File: config.mk
export PLATFORM = sky130hd
export DESIGN_NAME = committer_nw_flat
export DESIGN_NICKNAME = d
export VERILOG_FILES = /design/src/rtl/committer_nw_if.sv /design/src/rtl/committer_nw.sv /design/src/flat_wrapper.sv
export SDC_FILE = /design/constraint.sdc
export NUM_CORES = 1
export LEC_CHECK = 0
export ABC_AREA = 1
export BUFFER_PORTS_ARGS = -buffer_cell sky130_fd_sc_hd__clkbuf_2
export CORE_AREA = 5 5 269 271
export CTS_BUF_LIST = sky130_fd_sc_hd__clkbuf_8
export DETAILED_ROUTE_END_ITERATION = 12
export DIE_AREA = 0 0 274 276
export HOLD_SLACK_MARGIN = 0.08
export PLACE_DENSITY_LB_ADDON = 0.2
export SLEW_MARGIN = 20
export SYNTH_ARGS = -nofsm -noshare
export SYNTH_HDL_FRONTEND = slang
export SYNTH_SLANG_ARGS = --single-unit
File: constraint.sdc
create_clock -name clk_i -period 8.85 [get_ports clk_i]
set_input_delay 0.885 -clock clk_i [delete_from_list [all_inputs] [get_ports clk_i]]
set_output_delay 0.885 -clock clk_i [all_outputs]
set_load 0.01 [all_outputs]
File: src/rtl/committer_nw_if.sv
// Commit-stage bundle: scoreboard peek/dequeue, per-pipeline results and the regfile/exception side.
// master drives scoreboard/pipeline inputs; slave is the commit stage itself.
interface committer_nw_if #(
    parameter int unsigned CmtW  = 2,
    parameter int unsigned NumPl = 4,
    parameter int unsigned RegW  = 32
);
    logic [CmtW-1:0]       sbd_valid_i;
    logic [CmtW*NumPl-1:0] sbd_pl_i;
    logic [CmtW-1:0]       sbd_rd_rdy_o;
    logic [NumPl-1:0]      pl_valid_i;
    logic [NumPl-1:0]      pl_err_i;
    logic [NumPl-1:0]      pl_we_i;
    logic [NumPl-1:0]      pl_wrsv_i;
    logic [NumPl*5-1:0]    pl_waddr_i;
    logic [NumPl*RegW-1:0] pl_wdata_i;
    logic [NumPl*32-1:0]   pl_pc_i;
    logic [NumPl*6-1:0]    pl_mcause_i;
    logic [NumPl*32-1:0]   pl_mtval_i;
    logic [NumPl-1:0]      pl_rdy_o;
    logic                  flush_i;
    logic [CmtW-1:0]       rf_we_o;
    logic [CmtW*5-1:0]     rf_waddr_o;
    logic [CmtW*RegW-1:0]  rf_wdata_o;
    logic [31:0]           cmt_regwr_o;
    logic                  cmt_err_o;
    logic [31:0]           err_pc_o;
    logic [5:0]            err_mcause_o;
    logic [31:0]           err_mtval_o;
    logic [63:0]           minstret_o;

    modport master (
        output sbd_valid_i, sbd_pl_i, pl_valid_i, pl_err_i, pl_we_i, pl_wrsv_i,
               pl_waddr_i, pl_wdata_i, pl_pc_i, pl_mcause_i, pl_mtval_i, flush_i,
        input  sbd_rd_rdy_o, pl_rdy_o, rf_we_o, rf_waddr_o, rf_wdata_o, cmt_regwr_o,
               cmt_err_o, err_pc_o, err_mcause_o, err_mtval_o, minstret_o
    );

    modport slave (
        input  sbd_valid_i, sbd_pl_i, pl_valid_i, pl_err_i, pl_we_i, pl_wrsv_i,
               pl_waddr_i, pl_wdata_i, pl_pc_i, pl_mcause_i, pl_mtval_i, flush_i,
        output sbd_rd_rdy_o, pl_rdy_o, rf_we_o, rf_waddr_o, rf_wdata_o, cmt_regwr_o,
               cmt_err_o, err_pc_o, err_mcause_o, err_mtval_o, minstret_o
    );
endinterface

File: src/rtl/committer_nw.sv
// N-wide in-order commit: dequeue/regfile writes are combinational from the same cycle; exception hold and minstret are registered.
// A slot stalls (and stalls all younger slots) until its pipeline output is valid; nothing retires while an exception is held.
module committer_nw #(
    parameter int unsigned CmtW      = 2,
    parameter int unsigned NumPl     = 4,
    parameter int unsigned RegW      = 32,
    parameter bit          CHERIoTEn = 1'b0
) (
    input  logic         clk_i,
    input  logic         rst_ni,
    committer_nw_if.slave cmt
);
    typedef enum logic {RUN, ERR} state_e;

    state_e      state_q;
    logic [31:0] err_pc_q;
    logic [5:0]  err_mcause_q;
    logic [31:0] err_mtval_q;
    logic [63:0] minstret_q;

    logic [NumPl-1:0] sel    [CmtW];
    logic [4:0]       waddr  [CmtW];
    logic [RegW-1:0]  wdata  [CmtW];
    logic [31:0]      pc     [CmtW];
    logic [5:0]       mcause [CmtW];
    logic [31:0]      mtval  [CmtW];
    logic [CmtW-1:0]  plv, err, pwe, wrsv, rdy, cand, we;
    logic [NumPl-1:0] pl_rdy;
    logic [31:0]      regwr;
    logic             cap_vld;
    logic [31:0]      cap_pc, cap_mtval;
    logic [5:0]       cap_mcause;
    logic [63:0]      ret_cnt;
    logic             unused_cheri;

    assign unused_cheri = CHERIoTEn;

    // Per-slot view of its target pipeline; PL 0 supplies the fields when nothing is selected.
    always_comb begin : slot_decode
        for (int k = 0; k < CmtW; k++) begin
            sel[k]    = cmt.sbd_pl_i[k*NumPl +: NumPl];
            plv[k]    = |(sel[k] & cmt.pl_valid_i);
            err[k]    = |(sel[k] & cmt.pl_err_i);
            pwe[k]    = |(sel[k] & cmt.pl_we_i);
            wrsv[k]   = |(sel[k] & cmt.pl_wrsv_i);
            waddr[k]  = cmt.pl_waddr_i[4:0];
            wdata[k]  = cmt.pl_wdata_i[RegW-1:0];
            pc[k]     = cmt.pl_pc_i[31:0];
            mcause[k] = cmt.pl_mcause_i[5:0];
            mtval[k]  = cmt.pl_mtval_i[31:0];
            for (int p = NumPl - 1; p >= 0; p--) begin
                if (sel[k][p]) begin
                    waddr[k]  = cmt.pl_waddr_i[p*5 +: 5];
                    wdata[k]  = cmt.pl_wdata_i[p*RegW +: RegW];
                    pc[k]     = cmt.pl_pc_i[p*32 +: 32];
                    mcause[k] = cmt.pl_mcause_i[p*6 +: 6];
                    mtval[k]  = cmt.pl_mtval_i[p*32 +: 32];
                end
            end
        end
    end

    // The chain of older slots gates each slot: all older ready, none erroring, no shared PL.
    always_comb begin : readiness
        logic             chain_ok;
        logic [NumPl-1:0] used;
        chain_ok = (state_q == RUN) && !cmt.flush_i;
        used     = '0;
        rdy      = '0;
        pl_rdy   = '0;
        for (int k = 0; k < CmtW; k++) begin
            rdy[k]   = chain_ok & cmt.sbd_valid_i[k] & plv[k] & ~|(sel[k] & used);
            chain_ok = rdy[k] & ~err[k];
            used     = used | sel[k];
            pl_rdy   = pl_rdy | ({NumPl{rdy[k]}} & sel[k]);
        end
    end

    always_comb begin : write_ports
        for (int k = 0; k < CmtW; k++) begin
            cand[k] = rdy[k] & ~err[k] & pwe[k] & (waddr[k] != 5'd0);
        end
        we    = '0;
        regwr = '0;
        for (int k = 0; k < CmtW; k++) begin
            we[k] = cand[k];
            // A younger write to the same register supersedes this one.
            for (int j = k + 1; j < CmtW; j++) begin
                if (cand[j] && (waddr[j] == waddr[k])) we[k] = 1'b0;
            end
            if (we[k] && wrsv[k]) regwr[waddr[k]] = 1'b1;
        end
        regwr[0] = 1'b0;
    end

    always_comb begin : capture_and_count
        cap_vld    = 1'b0;
        cap_pc     = '0;
        cap_mcause = '0;
        cap_mtval  = '0;
        ret_cnt    = '0;
        for (int k = CmtW - 1; k >= 0; k--) begin
            if (rdy[k] && err[k]) begin
                cap_vld    = 1'b1;
                cap_pc     = pc[k];
                cap_mcause = mcause[k];
                cap_mtval  = mtval[k];
            end
            ret_cnt = ret_cnt + 64'(rdy[k] & ~err[k]);
        end
    end

    always_ff @(posedge clk_i or negedge rst_ni) begin
        if (!rst_ni) begin
            state_q      <= RUN;
            err_pc_q     <= '0;
            err_mcause_q <= '0;
            err_mtval_q  <= '0;
            minstret_q   <= '0;
        end else begin
            minstret_q <= minstret_q + ret_cnt;
            case (state_q)
                RUN: if (cap_vld) begin
                    state_q      <= ERR;
                    err_pc_q     <= cap_pc;
                    err_mcause_q <= cap_mcause;
                    err_mtval_q  <= cap_mtval;
                end
                ERR: if (cmt.flush_i) state_q <= RUN;
                default: state_q <= RUN;
            endcase
        end
    end

    always_comb begin : pack_outputs
        cmt.rf_waddr_o = '0;
        cmt.rf_wdata_o = '0;
        for (int k = 0; k < CmtW; k++) begin
            cmt.rf_waddr_o[k*5 +: 5]       = waddr[k];
            cmt.rf_wdata_o[k*RegW +: RegW] = wdata[k];
        end
    end

    assign cmt.sbd_rd_rdy_o = rdy;
    assign cmt.pl_rdy_o     = pl_rdy;
    assign cmt.rf_we_o      = we;
    assign cmt.cmt_regwr_o  = regwr;
    assign cmt.cmt_err_o    = (state_q == ERR);
    assign cmt.err_pc_o     = err_pc_q;
    assign cmt.err_mcause_o = err_mcause_q;
    assign cmt.err_mtval_o  = err_mtval_q;
    assign cmt.minstret_o   = minstret_q;
endmodule
File: src/flat_wrapper.sv
// flat-port wrapper written by rule: the top's interface ports become plain ports
module committer_nw_flat 
#(
    parameter int unsigned CmtW      = 2,
    parameter int unsigned NumPl     = 4,
    parameter int unsigned RegW      = 32,
    parameter bit          CHERIoTEn = 1'b0
)
  (clk_i, rst_ni, cmt_sbd_valid_i, cmt_sbd_pl_i, cmt_pl_valid_i, cmt_pl_err_i, cmt_pl_we_i, cmt_pl_wrsv_i, cmt_pl_waddr_i, cmt_pl_wdata_i, cmt_pl_pc_i, cmt_pl_mcause_i, cmt_pl_mtval_i, cmt_flush_i, cmt_sbd_rd_rdy_o, cmt_pl_rdy_o, cmt_rf_we_o, cmt_rf_waddr_o, cmt_rf_wdata_o, cmt_cmt_regwr_o, cmt_cmt_err_o, cmt_err_pc_o, cmt_err_mcause_o, cmt_err_mtval_o, cmt_minstret_o);
  committer_nw_if #(.CmtW(CmtW), .NumPl(NumPl), .RegW(RegW)) cmt_i ();
  input  logic clk_i;
  input  logic rst_ni;
  input wire logic [$bits(cmt_i.sbd_valid_i)-1:0] cmt_sbd_valid_i;
  input wire logic [$bits(cmt_i.sbd_pl_i)-1:0] cmt_sbd_pl_i;
  input wire logic [$bits(cmt_i.pl_valid_i)-1:0] cmt_pl_valid_i;
  input wire logic [$bits(cmt_i.pl_err_i)-1:0] cmt_pl_err_i;
  input wire logic [$bits(cmt_i.pl_we_i)-1:0] cmt_pl_we_i;
  input wire logic [$bits(cmt_i.pl_wrsv_i)-1:0] cmt_pl_wrsv_i;
  input wire logic [$bits(cmt_i.pl_waddr_i)-1:0] cmt_pl_waddr_i;
  input wire logic [$bits(cmt_i.pl_wdata_i)-1:0] cmt_pl_wdata_i;
  input wire logic [$bits(cmt_i.pl_pc_i)-1:0] cmt_pl_pc_i;
  input wire logic [$bits(cmt_i.pl_mcause_i)-1:0] cmt_pl_mcause_i;
  input wire logic [$bits(cmt_i.pl_mtval_i)-1:0] cmt_pl_mtval_i;
  input wire logic [$bits(cmt_i.flush_i)-1:0] cmt_flush_i;
  output wire logic [$bits(cmt_i.sbd_rd_rdy_o)-1:0] cmt_sbd_rd_rdy_o;
  output wire logic [$bits(cmt_i.pl_rdy_o)-1:0] cmt_pl_rdy_o;
  output wire logic [$bits(cmt_i.rf_we_o)-1:0] cmt_rf_we_o;
  output wire logic [$bits(cmt_i.rf_waddr_o)-1:0] cmt_rf_waddr_o;
  output wire logic [$bits(cmt_i.rf_wdata_o)-1:0] cmt_rf_wdata_o;
  output wire logic [$bits(cmt_i.cmt_regwr_o)-1:0] cmt_cmt_regwr_o;
  output wire logic [$bits(cmt_i.cmt_err_o)-1:0] cmt_cmt_err_o;
  output wire logic [$bits(cmt_i.err_pc_o)-1:0] cmt_err_pc_o;
  output wire logic [$bits(cmt_i.err_mcause_o)-1:0] cmt_err_mcause_o;
  output wire logic [$bits(cmt_i.err_mtval_o)-1:0] cmt_err_mtval_o;
  output wire logic [$bits(cmt_i.minstret_o)-1:0] cmt_minstret_o;
  assign cmt_i.sbd_valid_i = cmt_sbd_valid_i;
  assign cmt_i.sbd_pl_i = cmt_sbd_pl_i;
  assign cmt_i.pl_valid_i = cmt_pl_valid_i;
  assign cmt_i.pl_err_i = cmt_pl_err_i;
  assign cmt_i.pl_we_i = cmt_pl_we_i;
  assign cmt_i.pl_wrsv_i = cmt_pl_wrsv_i;
  assign cmt_i.pl_waddr_i = cmt_pl_waddr_i;
  assign cmt_i.pl_wdata_i = cmt_pl_wdata_i;
  assign cmt_i.pl_pc_i = cmt_pl_pc_i;
  assign cmt_i.pl_mcause_i = cmt_pl_mcause_i;
  assign cmt_i.pl_mtval_i = cmt_pl_mtval_i;
  assign cmt_i.flush_i = cmt_flush_i;
  assign cmt_sbd_rd_rdy_o = cmt_i.sbd_rd_rdy_o;
  assign cmt_pl_rdy_o = cmt_i.pl_rdy_o;
  assign cmt_rf_we_o = cmt_i.rf_we_o;
  assign cmt_rf_waddr_o = cmt_i.rf_waddr_o;
  assign cmt_rf_wdata_o = cmt_i.rf_wdata_o;
  assign cmt_cmt_regwr_o = cmt_i.cmt_regwr_o;
  assign cmt_cmt_err_o = cmt_i.cmt_err_o;
  assign cmt_err_pc_o = cmt_i.err_pc_o;
  assign cmt_err_mcause_o = cmt_i.err_mcause_o;
  assign cmt_err_mtval_o = cmt_i.err_mtval_o;
  assign cmt_minstret_o = cmt_i.minstret_o;
  committer_nw #(.CmtW(CmtW), .NumPl(NumPl), .RegW(RegW), .CHERIoTEn(CHERIoTEn)) u_core (.clk_i(clk_i), .rst_ni(rst_ni), .cmt(cmt_i));
endmodule
## Word level (Yosys, flattened, before mapping)

Index checks and enable logic that the tools add are counted.

| word-level totals | value |
|---|---|
| bits in registers | 135 |
| bits of input ports | 457 |
| output and inout port bits | 249 |
| word-level logic and storage cells | 123 |

| operators by class | value |
|---|---|
| add/subtract/negate cells | 2 |
| order comparisons | 4 |
| equality and inequality tests | 1 |
| mux-type cells | 58 |
| bitwise logic cells | 31 |
| reduce and logical (&&, ||, !) cells | 22 |

Operator list:

| cell | number |
|---|---|
| 32-bit two-way mux | 30 |
| 64-bit adder | 2 |
| 1-bit by 64-bit AND with 64-bit output | 2 |
| 1-bit NOT with 64-bit output | 2 |
| 6-bit two-way mux | 10 |
| 4-bit AND | 11 |
| 5-bit two-way mux | 8 |
| 4-bit OR reduction | 9 |
| 32-bit OR | 1 |
| 5-bit by 6-bit less-than comparator with 1-bit output (second input constant) | 2 |
| 1-bit AND | 11 |
| 1-bit demux with 5-bit select | 2 |
| 5-bit by 1-bit greater-or-equal comparator with 1-bit output (second input constant) | 2 |
| 5-bit nonzero test | 2 |
| 1-bit logical AND | 8 |
| 1-bit two-way mux | 7 |
| 5-bit == test | 1 |
| 4-bit OR | 1 |
| 1-bit NOT | 3 |
| 1-bit zero test | 2 |
| 1-bit one-hot mux with 2 select lines | 1 |
| 2-bit AND reduction | 1 |

## Longest topological paths before layout

| depth | value |
|---|---|
| word-level depth | 17 |
| depth in mapped cells | 20 |

## Worst setup path after synthesis

Ideal clock, no wire load.

| path | value |
|---|---|
| path type | in2reg |
| start | in cmt_sbd_pl_i[7] |
| end | reg u_core.minstret_q[38], in the netlist u_core.cmt.minstret_o[38] |
| library setup time | 0.079 ns |
| arrival time | 3.579 ns |
| slack | 5.192 ns |
| stages on the path | 20 |
| buffers on the path | 2 |
| cell sequence | buf_6 inv_2 buf_6 o211ai_1 nor2_1 nand2_2 nor2_8 nand3_1 fa_1 inv_1 ha_1 nand3_1 nor3_4 nand2_1 nor2_2 nand4_1 nor3_2 nand2_1 nor2_1 xor2_1 |

| on the way | value |
|---|---|
| cells in the longest elaborated chain, start to end | 7 |

Ends and longest elaborated chain:

| what | line | RTL |
|---|---|---|
| start: declaration | flat_wrapper.sv:14 | `input wire logic [$bits(cmt_i.sbd_pl_i)-1:0] cmt_sbd_pl_i;` |
| 4-bit AND, on equally long branches | committer_nw.sv:42, committer_nw.sv:72 |  |
| 4-bit OR reduction, on equally long branches | committer_nw.sv:42, committer_nw.sv:72 |  |
| 1-bit AND or 1-bit zero test (tied branches) | committer_nw.sv:72 | `rdy[k] = chain_ok & cmt.sbd_valid_i[k] & plv[k] & ~\|(sel[k] & used);` |
| 1-bit AND * | committer_nw.sv:72 |  |
| via cmt_sbd_rd_rdy_o[1] | flat_wrapper.sv:25 | `output wire logic [$bits(cmt_i.sbd_rd_rdy_o)-1:0] cmt_sbd_rd_rdy_o;` |
| 1-bit by 64-bit AND with 64-bit output * | committer_nw.sv:109 | `ret_cnt = ret_cnt + 64'(rdy[k] & ~err[k]);` |
| 64-bit adder * | committer_nw.sv:109 |  |
| 64-bit adder * | committer_nw.sv:121 | `minstret_q <= minstret_q + ret_cnt;` |
| end signal: assignment | committer_nw.sv:121 |  |
| end: declaration | committer_nw.sv:19 | `logic [63:0] minstret_q;` |

The timed path passes the listed nets; every way through them passes the cells marked *.
A chain may end at the register's enable or synchronous reset.

## Final worst setup path

| path | value |
|---|---|
| start | in cmt_sbd_pl_i[5] |
| end | out cmt_rf_we_o[0] |

| on the way | value |
|---|---|
| cells in the longest elaborated chain, start to end | 9 |

Ends and longest elaborated chain:

| what | line | RTL |
|---|---|---|
| 4-bit AND, on equally long branches | committer_nw.sv:42, committer_nw.sv:72 |  |
| 4-bit OR reduction, on equally long branches | committer_nw.sv:42, committer_nw.sv:72 |  |
| 1-bit AND or 1-bit zero test (tied branches) | committer_nw.sv:72 |  |
| 1-bit AND | committer_nw.sv:72 |  |
| 1-bit AND | n/a |  |
| 1-bit AND (2 in a row) | committer_nw.sv:81 | `cand[k] = rdy[k] & ~err[k] & pwe[k] & (waddr[k] != 5'd0);` |
| 1-bit logical AND * | committer_nw.sv:89 | `if (cand[j] && (waddr[j] == waddr[k])) we[k] = 1'b0;` |
| 1-bit two-way mux * | committer_nw.sv:89 |  |
| end: declaration | flat_wrapper.sv:27 | `output wire logic [$bits(cmt_i.rf_we_o)-1:0] cmt_rf_we_o;` |

Mark *: on every way between the ends. The rest lies on a longest branch, timed or not.

==> impl_metrics.tcl <==
set metrics [dict create \
    syn_inst 2801 \
    synth_edf_count 0 \
    timing.hold.worst.class "in -> async" \
    timing.final.ws_setup_ps 3575 \
    ctsLongestPathBuffers 2 \
    worst_setup_path_start_kind "input port" \
    skew_ps 14.68 \
    grt_pass1_vias 20640 \
    die_h_um 276 \
    grt.total_usage 0.2376 \
    syn_nets 3260 \
    postRouteWirelength_um 95060 \
    clkTransAtPathRegs_ps 90 \
    synth-main-ff-cell "dfrtp_1" \
    timing.final.setup_violations 0 \
    grt_max_degree 109 \
    ys_ff_latch 135 \
    number_of_maximum_capacitance_constraint_violations 0 \
    count_of_final_max_slew_check_failures 0 \
    gp_congestion 1.018 \
    timing.critical_path.arrival_ps 4390 \
    tritoncts_num_sinks 135 \
    timing_hold_violations_final 0 \
    placement.setup.worst_slack_ps 3275 \
    postSynthAreaPerCell_um2 5.762 \
    synth_area_leaders "dfrtp_1 (21%), o21ai_0 (17%), nand2_1 (16%)" \
    placement.io_buffers 704 \
    detailed_place_hpwl_um 72610 \
    r2r_start "u_core.cmt.cmt_err_o$_DFF_PN0_" \
    setup.worst_path.class "in -> out" \
    core_region_area_um2 69540 \
    synth-async-reset-ratio 1.000 \
    power.share.switching 0.4556 \
    tritoncts "done" \
    clock_tree.htree_level_count 4 \
    dr.pass1.iters 6 \
    die_width_um 274 \
    synth.largest_area_cell "dfrtp_1" \
    internal_power_w 0.001282 \
    synth.yosys.warnings 0 \
    clock_insertion_delay_worst_skew_ps 530 \
    cts-buffers-inserted 17 \
    gr-usage-met3 0.06729 \
    grt_first_pass_wirelength_um 137400 \
    cts-root-buf "clkbuf_8" \
    total_switching_power_w 0.001073 \
    r2r-end "u_core.cmt.minstret_o[40]$_DFF_PN0_" \
    pwr-share-clk 0.220 \
    ios 706 \
    fmaxAchievable_mhz 189.6 \
    postPlaceCellArea_um2 20140 \
    met1_usage 0.2730 \
    synth-seq-area-share 0.2093 \
    slew_hr 0.2239 \
    cts_hold_buf 0 \
    postCtsSetupBuffers 0 \
    detailedRoute.firstIterationViolations 1813 \
    gr-usage-met2 0.4114 \
    synth_top_cells_by_count "nand2_1 (696), o21ai_0 (537), inv_1 (258), nor2_1 (246), a21oi_1 (190)" \
    avgViaCountPerCell 5.068 \
    post_route_design_area_um2 20550 \
    pwr-share-comb 0.435 \
    drive_above_1_share 0.2368 \
    worst-r2r-setup-slack_ps 5120 \
    die_area_um2 75620 \
    num_rows 97 \
    synthToLayoutAreaGrowth_pct 27.34 \
    grt.overflow.total 0 \
    route.detailed.drc 0 \
    cp_capture_type "primary output" \
    routed-via-count 21790 \
    worst-endpoint-required_ps 7970 \
    share_seq_of_total_power 0.345 \
    min_period_over_period 0.5960 \
    global_route.peak_usage_layer "met2" \
    total_leakage_power_nw 10.27 \
    worst_ir_drop_vdd_v 0.00007628 \
    synthesis.area_um2 16140 \
    effective_utilization_at_floorplan 0.2321 \
    cts_repair_resize_count 0 \
    nNetsFinal 3786 \
    grt_setup_unrepaired "no" \
    synthMostInstantiatedCell "nand2_1" \
    powerDensity_nw_per_um2 114.6 \
    synthDominantCellAreaShare 0.2093 \
    reg2regPathDepth 19 \
    max_slew.worst_pin.slew_ps 1164 \
    status "completed" \
    fillers 8075 \
    antenna_violations_before_repair 34 \
    antenna_violating_nets_post_route 0 \
    worstPathMaxFanout 80 \
    finalCriticalPeriod_ps 5275 \
    routed_wire_length_per_instance_um 22.11 \
    netlist-cell-type-count 49 \
    timing.setup.tns_ps 0 \
]
-- registers in the layout, summed over array words and instances, names as in the netlist --
signal and count:
u_core.cmt.cmt_err_o 1, u_core.cmt.err_mcause_o 6, u_core.cmt.err_mtval_o 32, u_core.cmt.err_pc_o 32, u_core.cmt.minstret_o 64
-- area by class of cell --
type,instances,area [µm²],area share
Timing Repair Buffer,726,3730,0.1815
Multi-Input combinational cell,2181,10850,0.5280
Tap cell,940,1176,0.05723
Sequential cell,135,3378,0.1644
Antenna cell,20,50.05,0.002435
Clock inverter,14,115.1,0.005602
Clock buffer,18,247.7,0.01206
Inverter,266,1002,0.04877
-- power groups by stage --
stage          Clock, W  Combinational [W]  Sequential [W]
6_report       0.000517            0.00103        0.000813
5_1_grt        0.000568            0.00113        0.000825
4_1_cts        0.000550            0.00103        0.000814
3_5_place_dp          0            0.00103        0.000824
3_3_place_gp          0            0.00103        0.000828
2_1_floorplan         0           0.000465        0.000849
-- cells in the final DEF (no fill, tap or decap), types with 44 or more instances in the layout --
master	count
nand4_1	54
nand2_1	696
xor2_1	44
o211ai_1	103
nand3_1	99
dfrtp_1	135
inv_1	257
o311ai_0	65
nor2_1	246
clkbuf_2	695
o21ai_0	537
a21oi_1	190
-- worst max-delay path, stage by stage --
cell	delay (ps)
buf_4	230
buf_4	720
inv_2	270
buf_4	410
o22ai_1	210
a21oi_1	60
nand2_1	170
nand3b_4	120
nor2_4	180
nand3_2	540
and2_1	370
clkbuf_2	140
-- worst max path at each step --
stage | from | to | slack, ps | cells after the start
4_1_cts | cmt_sbd_pl_i[5] | cmt_rf_we_o[0] | 3610 | 12
3_3_place_gp | cmt_sbd_pl_i[0] | u_core.cmt.minstret_o[40]$_DFF_PN0_ | 3370 | 20
5_1_grt | cmt_sbd_pl_i[0] | cmt_cmt_regwr_o[5] | 3370 | 14
3_5_place_dp | cmt_sbd_pl_i[0] | u_core.cmt.minstret_o[40]$_DFF_PN0_ | 3270 | 20
6_report | cmt_sbd_pl_i[5] | cmt_rf_we_o[0] | 3580 | 12
2_1_floorplan | cmt_sbd_pl_i[7] | u_core.cmt.minstret_o[38]$_DFF_PN0_ | 5190 | 20
-- metal layers --
metal	share of wire	up-vias
met1	0.38	10070
met2	0.49	933
met3	0.081	162
met4	0.047	28
li1	-	10600
met5	0.0019	-
-- kinds of logic (layout without fill, tap and decap cells) --
family / count (synthesis) / in the layout / synth area share
other cells: 1 / 21 / 0.0002324
simple gates: 1162 / 1162 / 0.3000
flops: 135 / 135 / 0.2093
fa+ha+maj: 2 / 2 / 0.002016
xor+xnor: 62 / 62 / 0.03365
compound gates: 954 / 954 / 0.3365
buf+inv: 485 / 1024 / 0.1183
-- through the flow --
step / hold WS (ps) / cells / util / total power (W)
finish: 426.7 / 4300 / 0.2955 / 0.002355
global route: 451.6 / 4292 / 0.2952 / 0.002523
CTS: 399.7 / 4280 / 0.2948 / 0.002396
detailed placement: 469.9 / 4248 / 0.2896 / 0.001855
global placement: 460.4 / 4248 / 0.2896 / 0.001854
floorplan: 507.4 / 2801 / - / 0.001314
Power figures use the tool's default switching activity.
